### config.mk
export PLATFORM = sky130hd
export DESIGN_NAME = debug_unit
export DESIGN_NICKNAME = d
export VERILOG_FILES = /design/src/rtl/debug_unit.sv
export SDC_FILE = /design/constraint.sdc
export NUM_CORES = 1
export LEC_CHECK = 0
export CAP_MARGIN = 20
export CORE_MARGIN = 2
export CORE_UTILIZATION = 35
export CTS_BUF_LIST = sky130_fd_sc_hd__clkbuf_16
export DETAILED_ROUTE_END_ITERATION = 6
export HOLD_SLACK_MARGIN = 0.08
export PLACE_DENSITY = 0.72
export SLEW_MARGIN = 15
export SYNTH_ARGS = -nofsm -noshare
export SYNTH_HDL_FRONTEND = slang
export SYNTH_SLANG_ARGS = --single-unit
### constraint.sdc
create_clock -name CLK -period 2.2 [get_ports CLK]
set_input_delay 0.44 -clock CLK [delete_from_list [all_inputs] [get_ports CLK]]
set_output_delay 0.44 -clock CLK [all_outputs]
set_load 0.02 [all_outputs]
### src/rtl/debug_unit.sv
// debug_unit: front-panel debug controller placed ahead of the multicycle CPU.
// It turns board switches and buttons into the CPU clock enable (run) and a
// browse address. It also picks the probe word that goes to the display.
//
// Ports
//   CLK          system clock; the CPU clock is CLK & run
//   reset        asynchronous, active-high; clears all state
//   cont         switch: 1 = continuous run, 0 = step mode
//   step         button: grant exactly one CPU edge per press (step mode)
//   inc, dec     buttons: ProbeAddress +1 / -1
//   mem          switch: 1 = browse data memory, 0 = browse register file
//   ProbeRegData register-file word at ProbeAddress
//   ProbeMemData data-memory word at ProbeAddress
//   run          CPU clock enable, changes only on the falling edge of CLK
//   ProbeAddress browse address
//   DisplayData  word for the 7-segment display
//   LED          mirror of ProbeAddress
//   CycleCount   CPU clock edges granted since reset (wraps at 16 bits)
module debug_unit #(
  parameter int DIGIT     = 32,
  parameter int DEBUGSIZE = 8,
  parameter int DEBOUNCE  = 16,
  parameter int REGCOUNT  = 32
) (
  input  logic                 CLK,
  input  logic                 reset,
  input  logic                 cont,
  input  logic                 step,
  input  logic                 inc,
  input  logic                 dec,
  input  logic                 mem,
  input  logic [DIGIT-1:0]     ProbeRegData,
  input  logic [DIGIT-1:0]     ProbeMemData,
  output logic                 run,
  output logic [DEBUGSIZE-1:0] ProbeAddress,
  output logic [DIGIT-1:0]     DisplayData,
  output logic [DEBUGSIZE-1:0] LED,
  output logic [15:0]          CycleCount
);

  localparam int                   CW       = $clog2(DEBOUNCE);
  localparam logic [CW-1:0]        CNT_LAST = CW'(DEBOUNCE - 1);
  localparam logic [DEBUGSIZE-1:0] REG_MASK = DEBUGSIZE'(REGCOUNT - 1);

  // Address wrap: register mode folds into the register-file range, memory
  // mode uses the natural DEBUGSIZE-bit wrap.
  function automatic logic [DEBUGSIZE-1:0] wrap_addr(
    input logic [DEBUGSIZE-1:0] a,
    input logic                 reg_mode
  );
    return reg_mode ? (a & REG_MASK) : a;
  endfunction

  // Synchroniser bit order: {mem, dec, inc, step, cont}
  logic [4:0]         sync_p0, sync_p1;
  logic               vld_p0, vld_p1;
  logic               cont_s, mem_s;
  logic [2:0]         btn_s;           // {dec, inc, step}
  logic [2:0]         db_lvl;
  logic [2:0]         armed;
  logic [2:0]         press;
  logic [2:0][CW-1:0] db_cnt;
  logic               req;
  logic [DEBUGSIZE-1:0] addr_nx;

  assign cont_s = sync_p1[0];
  assign btn_s  = sync_p1[3:1];
  assign mem_s  = sync_p1[4];

  // ---- stage p0/p1: two-flop synchronisers ----
  // vld_p1 marks when sync_p1 holds a real sample rather than reset zeros.
  always_ff @(posedge CLK or posedge reset) begin
    if (reset) begin
      sync_p0 <= '0;
      sync_p1 <= '0;
      vld_p0  <= 1'b0;
      vld_p1  <= 1'b0;
    end else begin
      sync_p0 <= {mem, dec, inc, step, cont};
      sync_p1 <= sync_p0;
      vld_p0  <= 1'b1;
      vld_p1  <= vld_p0;
    end
  end

  // ---- debounce and press detection ----
  // A button only becomes armed once it has been seen released after reset.
  // A button held through reset therefore never produces a press pulse.
  always_ff @(posedge CLK or posedge reset) begin
    if (reset) begin
      db_cnt <= '0;
      db_lvl <= '0;
      armed  <= '0;
      press  <= '0;
    end else begin
      for (int i = 0; i < 3; i++) begin
        press[i] <= 1'b0;
        if (btn_s[i] == db_lvl[i]) begin
          db_cnt[i] <= '0;
        end else if (db_cnt[i] == CNT_LAST) begin
          db_cnt[i] <= '0;
          db_lvl[i] <= btn_s[i];
          press[i]  <= btn_s[i] & armed[i];
        end else begin
          db_cnt[i] <= db_cnt[i] + CW'(1);
        end
        if (vld_p1 && !btn_s[i]) begin
          armed[i] <= 1'b1;
        end
      end
    end
  end

  // ---- run request and gate ----
  // A step press while cont_s is high is absorbed: the gate is open anyway.
  assign req = cont_s | (~cont_s & press[0]);

  // Loaded on the falling edge so run is steady through the whole high phase
  // and CLK & run cannot glitch.
  always_ff @(negedge CLK or posedge reset) begin
    if (reset) begin
      run <= 1'b0;
    end else begin
      run <= req;
    end
  end

  always_ff @(posedge CLK or posedge reset) begin
    if (reset) begin
      CycleCount <= '0;
    end else if (run) begin
      CycleCount <= CycleCount + 16'd1;
    end
  end

  // ---- browse address ----
  // Masking whenever mem_s is low also folds a memory-range address into
  // the register range on the first cycle after mem falls.
  always_comb begin
    addr_nx = ProbeAddress;
    if (press[1] && !press[2]) begin
      addr_nx = ProbeAddress + DEBUGSIZE'(1);
    end else if (press[2] && !press[1]) begin
      addr_nx = ProbeAddress - DEBUGSIZE'(1);
    end
    addr_nx = wrap_addr(addr_nx, !mem_s);
  end

  always_ff @(posedge CLK or posedge reset) begin
    if (reset) begin
      ProbeAddress <= '0;
    end else begin
      ProbeAddress <= addr_nx;
    end
  end

  assign LED         = ProbeAddress;
  assign DisplayData = mem_s ? ProbeMemData : ProbeRegData;

endmodule

==> impl_results.md <==
- Failing checks: setup timing
- Setup violations, final: 13
- DRC Markers: 0
- Worst-margin pin slew: approximately 0.71 ns
- Routed wire per std cell: 14.9 um
- Largest net degree at the start of global routing: between 50 and 60
- Max-Slew Margin vs Limit: 0.526
- CTS max path bufs: 2
- Root buffer cell: clkbuf_16
- H-Tree Depth: 3
- Post-DP HPWL: around 5700 um
- Max-cap violations: 0
- CP endpoint: CycleCount[15]
- Gr ovfl total: 0
- # placed instances: 501
- Fin Hold WS: 0.342 ns
- Initial DRC Count: between 100 and 150
- Die Span X: a little under 100 um
- Core area: between 8000 and 9000 um^2
- Synth top area share: 0.467
- P_sw: 898 uW
- Max Slew Vio Count: 0
- Post-synth cell types: between 50 and 60
- Internal power: 2.29 mW
- CP startpoint: run
- Vias in the first global route: 2,520
- Post-route setup slack: -0.262 ns
- Worst-path clk slew: about 0.050 ns
- Clk_lat worst skew: around 0.33 ns
- First-pass GRT wire length: 12,600 um
- Syn Nets: 350
- R2R setup slack: -0.26 ns
- Peak VDD IR: around 0.83 mV
- Total Routing Usage GR: 0.165
- DR vias: 2,544
- R2r worst-path depth: 5
- Flops & latches, synth: just under 60
- Synth top area cells: dfrtp_1 47%, mux2_2 11%, ha_1 5.3%, xnor2_1 5.2%, buf_4 2.0%
- Seq/Total Area, Yosys: 0.475
- Setup crit end kind: flip-flop
- CTS tree: done
- Yosys warning total: 0
- RSZ-0062 raised after global routing: yes
- Mapped Cells: 265
- Max FO, Critical Path: 6
- Netlist Area Pre-Place: approximately 3100 um^2
- Antenna viol nets, final: 0
- # IOs: ~140
- Synth Flop Type: dfrtp_1
- Clock Skew: between 0.009 and 0.01 ns
- Reg power frac: 0.401
- Initial core utilization: 0.355
- Pleak: 2.06 nW
- Status: finished, violations left
- Avg Cell Area, Syn: around 12 um^2
- Hold WC Path Type: flip-flop to flip-flop
- # clock sinks: 58
- Nets: 492
- FF-to-FF Start: run
- Place WS: -0.328 ns
- CP arrival: 2.70 ns
- Die area: approximately 9500 um^2
- Cell Rows: 34
- Non-Filler Instances: 519
- Post-Route WL: 7750 um
- Worst r2r dst: CycleCount[15]
- Initial antenna violation count: 0
- GPL Wtd Cong: about 0.78
- Vias/cell: about 5
- Area growth, synth to finish: 59.1%
- Total CTS buffers: 9
- Power Density: ~660 nW/um^2
- Area leader, netlist: dfrtp_1
- Crit Path Class: flip-flop to flip-flop
- PortBufs: around 140
- Number of cells on the worst hold path: 0
- Fraction of layout cells with a size suffix above 1: 0.195
- Comb pwr share: 0.222
- Switching part of the total: 0.282
- Final hold vios: 0
- Critical Path RT: between 2 and 2.5 ns
- Pre-antenna DRT Iters: 4
- # diodes: 0
- EDFF count, synth: 0
- Clock power frac: 0.377
- Async SR Flop Fraction: 1.00
- CP Launch Type: flip-flop
- DIE HEIGHT: 97.4 um
-- how the worst min path moves through the flow --
stage / start / end
after floorplan: sync_p0[0] / sync_p1[0]
after global placement: vld_p0 / vld_p1
after detailed placement: sync_p0[2] / sync_p1[2]
after CTS: sync_p0[4] / sync_p1[4]
after global routing: sync_p0[4] / sync_p1[4]
final: sync_p0[4] / sync_p1[4]
-- worst max-delay path: stages, from the launching register on --
cell and delay (ns):
dfrtn_1 0.42, buf_6 0.10, and3_4 0.21, nand4_4 0.18, nor4_4 0.19, xor2_1 0.17
-- cell usage in the layout, fill, tap and decap left out, types with 9 or more instances in the layout --
cell type	n
a21oi_1	10
mux2_2	29
nand2_1	15
inv_1	12
dlygate4sd2_1	32
clkbuf_16	9
xnor2_1	18
clkdlybuf4s50_1	102
ha_1	11
dfrtp_1	57
-- power groups by stage --
stage               Combinational, mW  Sequential (mW)  Clock [mW]
floorplan                       0.283             1.34           0
global placement                0.718             1.28           0
detailed placement              0.734             1.29           0
CTS                             0.719             1.28        1.25
global route                    0.760             1.30        1.29
finish                          0.707             1.28        1.20
-- synth_stat cells, drive strengths merged, types with 2 or more instances --
master,n
a211o,2
a21o,5
a21oi,10
a311oi,2
a31oi,3
and3,4
buf,9
clkbuf,5
dfrtp,57
ha,13
inv,13
mux2,34
nand2,16
nand2b,3
nand3,10
nand4,3
nand4b,3
nor2,7
nor2b,3
nor3,8
nor3b,2
o211ai,2
o21a,2
o21ai,10
or2,2
xnor2,18
xor2,6
-- metrics by stage --
stage                     power (mW)  utilization  TNS, ns  cell area (um^2)
after floorplan                 1.62            -    -2.76              3090
after CTS                       3.25        0.562    -2.39              4830
final                           3.19        0.565    -2.34              4860
after global placement          2.00        0.529    -2.29              4550
after global routing            3.34        0.565    -2.94              4860
after detailed placement        2.02        0.529    -2.49              4550
-- state kept, by name, indices dropped and copies added, names as in the netlist --
register and cells:
vld_p1 1, vld_p0 1, sync_p0 5, sync_p1 5
armed 3, db_cnt 12, run 1, press 3
db_lvl 3, LED 8, CycleCount 16
-- metal layers --
| metal | vias up | global-route usage | part of all wire |
|---|---|---|---|
| li1 | 1218 | - | - |
| met1 | 1217 | 0.193 | 0.40 |
| met2 | 102 | 0.284 | 0.51 |
| met3 | 7 | 0.0547 | 0.077 |
| met4 | 0 | 0.0588 | 0.012 |
| met5 | - | 0 | 0 |
-- cell type report --
class | count | area (um^2)
multi-input combinational | 180 | 1540
clock inverter | 6 | 36.3
fill | 756 | 3740
clock buffer | 9 | 225
timing repair buffer | 145 | 1420
sequential | 58 | 1450
tap | 108 | 135
inverter | 13 | 52.6
-- what timing repair did --
action / CTS / global route
pin swaps: 4 / 4
hold buffers: 0 / 0
endpoints found under the setup margin: 46 / 22
gates resized for setup: 43 / 4
cloned: 1 / 0
setup buffers: 1 / 1
-- kinds of logic (layout without fill, tap and decap cells) --
| group | after synthesis | in the layout | synth area share |
|---|---|---|---|
| AOI/OAI and AO/OA | 39 | 39 | 0.0926 |
| other | 1 | 1 | 0.00123 |
| buffers and inverters | 27 | 173 | 0.0455 |
| xor gates and xnor gates | 24 | 24 | 0.0689 |
| DFF | 58 | 58 | 0.475 |
| and+or+nand+nor | 68 | 68 | 0.131 |
| muxes | 34 | 34 | 0.125 |
| adders and majority gates | 14 | 14 | 0.0598 |
No activity file was read; power rests on OpenSTA's default activity.
